==> src/rtl/pipeline_ctrl_if.sv <==
// pipeline_ctrl_if
//   Groups the handshake between the pipeline datapath and its hazard/run
//   controller.
//   master : the datapath side. It drives the run controls and the hazard
//            inputs, and it receives the stage enables.
//   slave  : the controller side (pipeline_ctrl).
//   Inputs to the controller : i_run_mode, i_start, i_step, i_ifid_rs,
//                              i_ifid_rt, i_idex_rt, i_idex_memread,
//                              i_branch_taken, i_halt_id
//   Outputs of the controller: o_pipe_enable, o_pc_write, o_ifid_write,
//                              o_ifid_flush, o_idex_bubble, o_state,
//                              o_halted, o_cycle_count
interface pipeline_ctrl_if #(
  parameter int REG_ADDR_WIDTH = 5,
  parameter int CYCLE_WIDTH    = 32
);
  logic                      i_run_mode;
  logic                      i_start;
  logic                      i_step;
  logic [REG_ADDR_WIDTH-1:0] i_ifid_rs;
  logic [REG_ADDR_WIDTH-1:0] i_ifid_rt;
  logic [REG_ADDR_WIDTH-1:0] i_idex_rt;
  logic                      i_idex_memread;
  logic                      i_branch_taken;
  logic                      i_halt_id;

  logic                      o_pipe_enable;
  logic                      o_pc_write;
  logic                      o_ifid_write;
  logic                      o_ifid_flush;
  logic                      o_idex_bubble;
  logic [2:0]                o_state;
  logic                      o_halted;
  logic [CYCLE_WIDTH-1:0]    o_cycle_count;

  modport master (
    output i_run_mode, i_start, i_step, i_ifid_rs, i_ifid_rt, i_idex_rt,
           i_idex_memread, i_branch_taken, i_halt_id,
    input  o_pipe_enable, o_pc_write, o_ifid_write, o_ifid_flush,
           o_idex_bubble, o_state, o_halted, o_cycle_count
  );

  modport slave (
    input  i_run_mode, i_start, i_step, i_ifid_rs, i_ifid_rt, i_idex_rt,
           i_idex_memread, i_branch_taken, i_halt_id,
    output o_pipe_enable, o_pc_write, o_ifid_write, o_ifid_flush,
           o_idex_bubble, o_state, o_halted, o_cycle_count
  );
endinterface

==> src/rtl/pipeline_ctrl.sv <==
// pipeline_ctrl
//   Run/step controller and hazard unit for a 5-stage pipeline.
//   The controller sequences IDLE -> RUN or STEP -> DRAIN -> DONE. It
//   generates the global stage enable, which is either continuous or one
//   cycle per step edge. It resolves load-use stalls, branch flushes and
//   HALT, and it counts enabled cycles.
//   Ports:
//     i_clock : clock. All state updates on the rising edge.
//     i_reset : asynchronous reset, active low.
//     bus     : pipeline_ctrl_if.slave, which carries the run controls, the
//               hazard inputs, the stage enables, the state, the halted flag
//               and the cycle count.
//   Only the state, the drain counter, the step-edge register, the captured
//   mode and the cycle counter are registered. The stage controls are
//   combinational from the state and the inputs.
module pipeline_ctrl #(
  parameter int REG_ADDR_WIDTH = 5,
  parameter int CYCLE_WIDTH    = 32
) (
  input  logic             i_clock,
  input  logic             i_reset,
  pipeline_ctrl_if.slave   bus
);

  typedef enum logic [2:0] {
    IDLE  = 3'b000,
    RUN   = 3'b001,
    STEP  = 3'b010,
    DRAIN = 3'b011,
    DONE  = 3'b100
  } state_t;

  state_t                 state_reg;
  logic [1:0]             drain_cnt_reg;
  logic                   step_prev_reg;
  logic                   run_mode_reg;  // mode latched on start, reused by DRAIN
  logic [CYCLE_WIDTH-1:0] cycle_count_reg;

  logic [REG_ADDR_WIDTH-1:0] idex_rt;
  logic step_rise;
  logic hazard;
  logic pipe_en;
  logic pc_write;
  logic ifid_write;
  logic ifid_flush;
  logic idex_bubble;

  assign idex_rt = bus.i_idex_rt;

  always_comb begin
    step_rise = bus.i_step & ~step_prev_reg;
    // Register 0 is hard-wired, so a load into it never creates a hazard.
    hazard = bus.i_idex_memread & (idex_rt != '0) &
             ((idex_rt == bus.i_ifid_rs) | (idex_rt == bus.i_ifid_rt));

    pipe_en = 1'b0;
    case (state_reg)
      RUN:     pipe_en = 1'b1;
      STEP:    pipe_en = step_rise;
      DRAIN:   pipe_en = run_mode_reg ? 1'b1 : step_rise;
      default: pipe_en = 1'b0;
    endcase

    pc_write    = 1'b0;
    ifid_write  = 1'b0;
    ifid_flush  = 1'b0;
    idex_bubble = 1'b0;
    if (pipe_en) begin
      if (state_reg == DRAIN) begin
        // Fetch is frozen and zeros are fed behind the HALT.
        idex_bubble = 1'b1;
      end else if (hazard) begin
        // A stall wins. Branch and halt are seen again once the load moves on.
        idex_bubble = 1'b1;
      end else if (bus.i_halt_id) begin
        // Freeze PC and IF/ID. The HALT itself continues down the pipe.
      end else if (bus.i_branch_taken) begin
        pc_write   = 1'b1;
        ifid_write = 1'b1;
        ifid_flush = 1'b1;
      end else begin
        pc_write   = 1'b1;
        ifid_write = 1'b1;
      end
    end
  end

  always_ff @(posedge i_clock or negedge i_reset) begin
    if (!i_reset) begin
      state_reg       <= IDLE;
      drain_cnt_reg   <= 2'd0;
      step_prev_reg   <= 1'b0;
      run_mode_reg    <= 1'b0;
      cycle_count_reg <= '0;
    end else begin
      step_prev_reg <= bus.i_step;

      if (pipe_en && (cycle_count_reg != {CYCLE_WIDTH{1'b1}}))
        cycle_count_reg <= cycle_count_reg + 1'b1;

      case (state_reg)
        IDLE: begin
          if (bus.i_start) begin
            run_mode_reg <= bus.i_run_mode;
            state_reg    <= bus.i_run_mode ? RUN : STEP;
          end
        end
        RUN, STEP: begin
          if (pipe_en && !hazard && bus.i_halt_id) begin
            state_reg     <= DRAIN;
            drain_cnt_reg <= 2'd3;
          end
        end
        DRAIN: begin
          if (pipe_en) begin
            drain_cnt_reg <= drain_cnt_reg - 2'd1;
            if (drain_cnt_reg == 2'd1)
              state_reg <= DONE;
          end
        end
        default: state_reg <= DONE;  // DONE is held until reset
      endcase
    end
  end

  assign bus.o_pipe_enable = pipe_en;
  assign bus.o_pc_write    = pc_write;
  assign bus.o_ifid_write  = ifid_write;
  assign bus.o_ifid_flush  = ifid_flush;
  assign bus.o_idex_bubble = idex_bubble;
  assign bus.o_state       = state_reg;
  assign bus.o_halted      = (state_reg == DONE);
  assign bus.o_cycle_count = cycle_count_reg;

endmodule

==> src/flat_wrapper.sv <==
// flat-port wrapper written by rule: the top's interface ports become plain ports
module pipeline_ctrl_flat 
#(
  parameter int REG_ADDR_WIDTH = 5,
  parameter int CYCLE_WIDTH    = 32
)
  (i_clock, i_reset, bus_i_run_mode, bus_i_start, bus_i_step, bus_i_ifid_rs, bus_i_ifid_rt, bus_i_idex_rt, bus_i_idex_memread, bus_i_branch_taken, bus_i_halt_id, bus_o_pipe_enable, bus_o_pc_write, bus_o_ifid_write, bus_o_ifid_flush, bus_o_idex_bubble, bus_o_state, bus_o_halted, bus_o_cycle_count);
  pipeline_ctrl_if #(.REG_ADDR_WIDTH(REG_ADDR_WIDTH), .CYCLE_WIDTH(CYCLE_WIDTH)) bus_i ();
  input  logic i_clock;
  input  logic i_reset;
  input wire logic [$bits(bus_i.i_run_mode)-1:0] bus_i_run_mode;
  input wire logic [$bits(bus_i.i_start)-1:0] bus_i_start;
  input wire logic [$bits(bus_i.i_step)-1:0] bus_i_step;
  input wire logic [$bits(bus_i.i_ifid_rs)-1:0] bus_i_ifid_rs;
  input wire logic [$bits(bus_i.i_ifid_rt)-1:0] bus_i_ifid_rt;
  input wire logic [$bits(bus_i.i_idex_rt)-1:0] bus_i_idex_rt;
  input wire logic [$bits(bus_i.i_idex_memread)-1:0] bus_i_idex_memread;
  input wire logic [$bits(bus_i.i_branch_taken)-1:0] bus_i_branch_taken;
  input wire logic [$bits(bus_i.i_halt_id)-1:0] bus_i_halt_id;
  output wire logic [$bits(bus_i.o_pipe_enable)-1:0] bus_o_pipe_enable;
  output wire logic [$bits(bus_i.o_pc_write)-1:0] bus_o_pc_write;
  output wire logic [$bits(bus_i.o_ifid_write)-1:0] bus_o_ifid_write;
  output wire logic [$bits(bus_i.o_ifid_flush)-1:0] bus_o_ifid_flush;
  output wire logic [$bits(bus_i.o_idex_bubble)-1:0] bus_o_idex_bubble;
  output wire logic [$bits(bus_i.o_state)-1:0] bus_o_state;
  output wire logic [$bits(bus_i.o_halted)-1:0] bus_o_halted;
  output wire logic [$bits(bus_i.o_cycle_count)-1:0] bus_o_cycle_count;
  assign bus_i.i_run_mode = bus_i_run_mode;
  assign bus_i.i_start = bus_i_start;
  assign bus_i.i_step = bus_i_step;
  assign bus_i.i_ifid_rs = bus_i_ifid_rs;
  assign bus_i.i_ifid_rt = bus_i_ifid_rt;
  assign bus_i.i_idex_rt = bus_i_idex_rt;
  assign bus_i.i_idex_memread = bus_i_idex_memread;
  assign bus_i.i_branch_taken = bus_i_branch_taken;
  assign bus_i.i_halt_id = bus_i_halt_id;
  assign bus_o_pipe_enable = bus_i.o_pipe_enable;
  assign bus_o_pc_write = bus_i.o_pc_write;
  assign bus_o_ifid_write = bus_i.o_ifid_write;
  assign bus_o_ifid_flush = bus_i.o_ifid_flush;
  assign bus_o_idex_bubble = bus_i.o_idex_bubble;
  assign bus_o_state = bus_i.o_state;
  assign bus_o_halted = bus_i.o_halted;
  assign bus_o_cycle_count = bus_i.o_cycle_count;
  pipeline_ctrl #(.REG_ADDR_WIDTH(REG_ADDR_WIDTH), .CYCLE_WIDTH(CYCLE_WIDTH)) u_core (.i_clock(i_clock), .i_reset(i_reset), .bus(bus_i));
endmodule
==> config.mk <==
export PLATFORM = sky130hd
export DESIGN_NAME = pipeline_ctrl_flat
export DESIGN_NICKNAME = d
export VERILOG_FILES = /design/src/rtl/pipeline_ctrl_if.sv /design/src/rtl/pipeline_ctrl.sv /design/src/flat_wrapper.sv
export SDC_FILE = /design/constraint.sdc
export NUM_CORES = 1
export LEC_CHECK = 0
export CAP_MARGIN = 20
export CORE_MARGIN = 2
export CORE_UTILIZATION = 57
export CTS_BUF_LIST = sky130_fd_sc_hd__clkbuf_16
export DETAILED_ROUTE_END_ITERATION = 6
export DONT_BUFFER_PORTS = 1
export PLACE_DENSITY = 0.85
export SLEW_MARGIN = 25
export SYNTH_ARGS = -nofsm -noshare
export SYNTH_HDL_FRONTEND = slang
export SYNTH_SLANG_ARGS = --single-unit
==> constraint.sdc <==
create_clock -name i_clock -period 3.1 [get_ports i_clock]
set_clock_uncertainty 0.2 [all_clocks]
set_input_delay 0.93 -clock i_clock [delete_from_list [all_inputs] [get_ports i_clock]]
set_output_delay 0.93 -clock i_clock [all_outputs]
set_load 0.02 [all_outputs]
==> results by group <==
Outcome
  – Outcome: finished, violations left
  – Failing checks: negative setup slack

Floorplan
  – Rows: 22
  – Initial Util: 0.5926
  – Die width: 65.70 µm
  – Chip height: 65.70 µm
  – Die area: 4316 µm²
  – Number of I/O pins: 64
  – Core Area: 3661 µm²

Placement
  – DP HPWL: 3243 µm
  – IO buf count: 0
  – Routability cong.: 0.8325
  – Setup WS pre-CTS: -0.2087 ns
  – Cell Area, Placed: 2287 µm²

Timing
  – Fin crit period: 3.235 ns
  – Fmax: 309.1 MHz
  – RSZ-0062 raised after global routing: yes
  – Hold Vio Cnt, Final: 0
  – Hold Worst Slack: 0.1394 ns
  – Actual slew at the worst max-slew pin: 0.6146 ns
  – Final setup fails: 4
  – Pins Over Slew Limit: 0
  – Max_slew headroom: 0.5871
  – Tcrit/Tclk final: 1.044
  – Crit path setup slack, layout: -0.1350 ns
  – Final setup TNS: -0.4306 ns

Synth
  – YS warnings: 0
  – Syn nets: 243
  – Primary FF master, synth: dfrtp_1
  – Post-Syn Instances: 218
  – Ys async rst share: 1.000
  – Mapped cell area: 2170 µm²
  – Synth unique cells: 43
  – Avg Inst Size Synth: 9.952 µm²
  – Sequential element share of the synthesized area: 0.4498
  – #FFs+latches synth: 39
  – Number of synthesized flops with an enable pin: 0

Global routing
  – Total Routing Usage GR: 0.2291
  – Gr busiest metal: met2
  – GR Util met2: 0.3876
  – Initial antenna violation count: 0
  – Vias in the first global route: 1,650
  – Met3 usage: 0.08390
  – First-pass GRT wire length: 7665 µm
  – Largest net degree at the start of global routing: 40
  – Met1 usage: 0.2764
  – Total grt overflow: 0

CTS
  – Clk root buf: clkbuf_16
  – Post-CTS setup buffers: 0
  – Clock slew at reported path FFs: 0.06 ns
  – Clock sink total: 39
  – TritonCTS clock tree: built
  – Clk buf depth: 2
  – CTS buffer count: 5
  – H-tree levels: 2
  – Latest clock arrival within the worst-skew pair: 0.28 ns

Critical path
  – CP Capture Type: primary output
  – Req. time, crit path: 1.97 ns
  – Data arrival, critical path: 2.11 ns
  – Worst setup SP type: primary input
  – CP Max Fanout: 3
  – R2R cell count: 5
  – Critical setup path kind: primary input to primary output

Pwr
  – Worst VDD drop: 0.0003433 V
  – Cell Pwr Density: 674.6 nW/µm²
  – Lkg Pwr: 1.030 nW

Layout
  – Fin area: 2462 µm²
  – # diodes: 0
  – Fill cell count: 264
  – Max reg flops: 32
  – Nets: 250
  – Share of layout cells above drive strength 1: 0.1549
  – Area grow syn2layout: 13.49%

Flow run
  – Max-Cap Viols: 0

Detailed routing
  – Initial DRT Pass Iterations: 4
  – Routed wire per std cell: 16.72 µm
  – DRT Wirelength: 4582 µm
  – Post-route ant nets: 0
  – Remaining DRCs: 0
  – Vias: 1,694
  – Initial DRC count: 119
  – Via-per-instance ratio: 6.182

Min path
  – Worst Hold Class: primary input to async pin
[per-stage QoR]
step | power, mW | cells | util
finish | 1.661 | 274 | 0.6726
floorplan | 1.003 | 218 | -
global route | 1.752 | 274 | 0.6726
CTS | 1.672 | 274 | 0.6726
global placement | 1.081 | 266 | 0.6247
detailed placement | 1.094 | 266 | 0.6247
[synthesized netlist by cell type, drive strengths merged, types with 2 or more instances]
library cell | number | area share
inv | 5 | 0.0087
clkbuf | 3 | 0.0052
or4 | 2 | 0.0087
nand3 | 19 | 0.044
xor2 | 19 | 0.077
and3 | 9 | 0.027
o21ai | 4 | 0.0092
nand2b | 3 | 0.0087
and4 | 5 | 0.022
xnor2 | 22 | 0.089
or3 | 5 | 0.015
nor3 | 14 | 0.032
dfrtp | 39 | 0.45
buf | 5 | 0.017
nor4 | 6 | 0.017
mux2 | 2 | 0.010
nor2 | 10 | 0.017
nand4 | 11 | 0.032
a31oi | 2 | 0.0087
ha | 2 | 0.012
a21oi | 3 | 0.0069
nand2 | 14 | 0.024
[critical path: stages]
cell and delay [ns]:
or4_4 0.52, o21ai_4 0.17, nor2_4 0.06, nor4_4 0.23
buf_6 0.18
[what timing repair did]
item,in CTS,in global routing
endpoints found under the setup margin,4,4
hold buffers,0,0
gates resized for setup,3,0
pin swaps,3,1
[final timing paths]
kind	end	slack (ns)	from
max reg2reg	u_core.bus.o_cycle_count[1]	0.45	u_core.bus.o_cycle_count[6]
max	bus_o_ifid_write	-0.14	bus_i_idex_rt[0]
min reg2reg	u_core.drain_cnt_reg[0]	0.33	u_core.drain_cnt_reg[0]
max in group asynchronous	u_core.run_mode_reg	2.47	i_reset
min	u_core.bus.o_cycle_count[29]	0.14	i_reset
min in group i_clock	u_core.drain_cnt_reg[0]	0.33	u_core.drain_cnt_reg[0]
[layout by cell type, fill, tap and decap left out, types with 4 or more instances in the layout]
master / Yosys / routed
clkbuf_16: 0 / 5
dfrtp_1: 39 / 39
buf_4: 2 / 7
nand4_1: 11 / 11
and3_1: 7 / 7
nor4_1: 6 / 4
xnor2_1: 22 / 22
or3_1: 4 / 4
nand2_1: 14 / 14
inv_1: 5 / 5
xor2_1: 19 / 19
nand3_1: 19 / 19
nor2_1: 10 / 9
nor3_1: 14 / 14
[layout make-up]
cell class	instances	area, µm²	area share
multi-input cells	165	1175	0.4771
flip-flops and latches	39	975.9	0.3963
clock buffers	5	125.1	0.05081
repair buffers	8	63.81	0.02591
well taps	48	60.06	0.02439
clock inverters	3	38.79	0.01575
inverters	6	23.77	0.009654
[cells by family (layout without fill, tap and decap cells)]
group / after synthesis / in the layout / synth area share
buffers and inverters: 14 / 22 / 0.03229
adder cells (fa/ha/maj): 2 / 2 / 0.01153
AND/OR/NAND/NOR: 102 / 102 / 0.2630
XOR/XNOR: 41 / 41 / 0.1655
flip-flops: 39 / 39 / 0.4498
multiplexers: 2 / 2 / 0.01038
AO/OA/AOI/OAI: 18 / 18 / 0.06748
[layer usage]
layer	vias to the layer above	wire, µm
met5	-	0
met4	0	49
met3	6	344
met2	53	2308
met1	837	1880
li1	798	-
[power breakdown]
group          internal [mW]  switching, mW
sequential             0.578          0.144
clock                  0.375          0.194
combinational          0.168          0.203
total                   1.12          0.541
(Power assumes the default switching activity.)
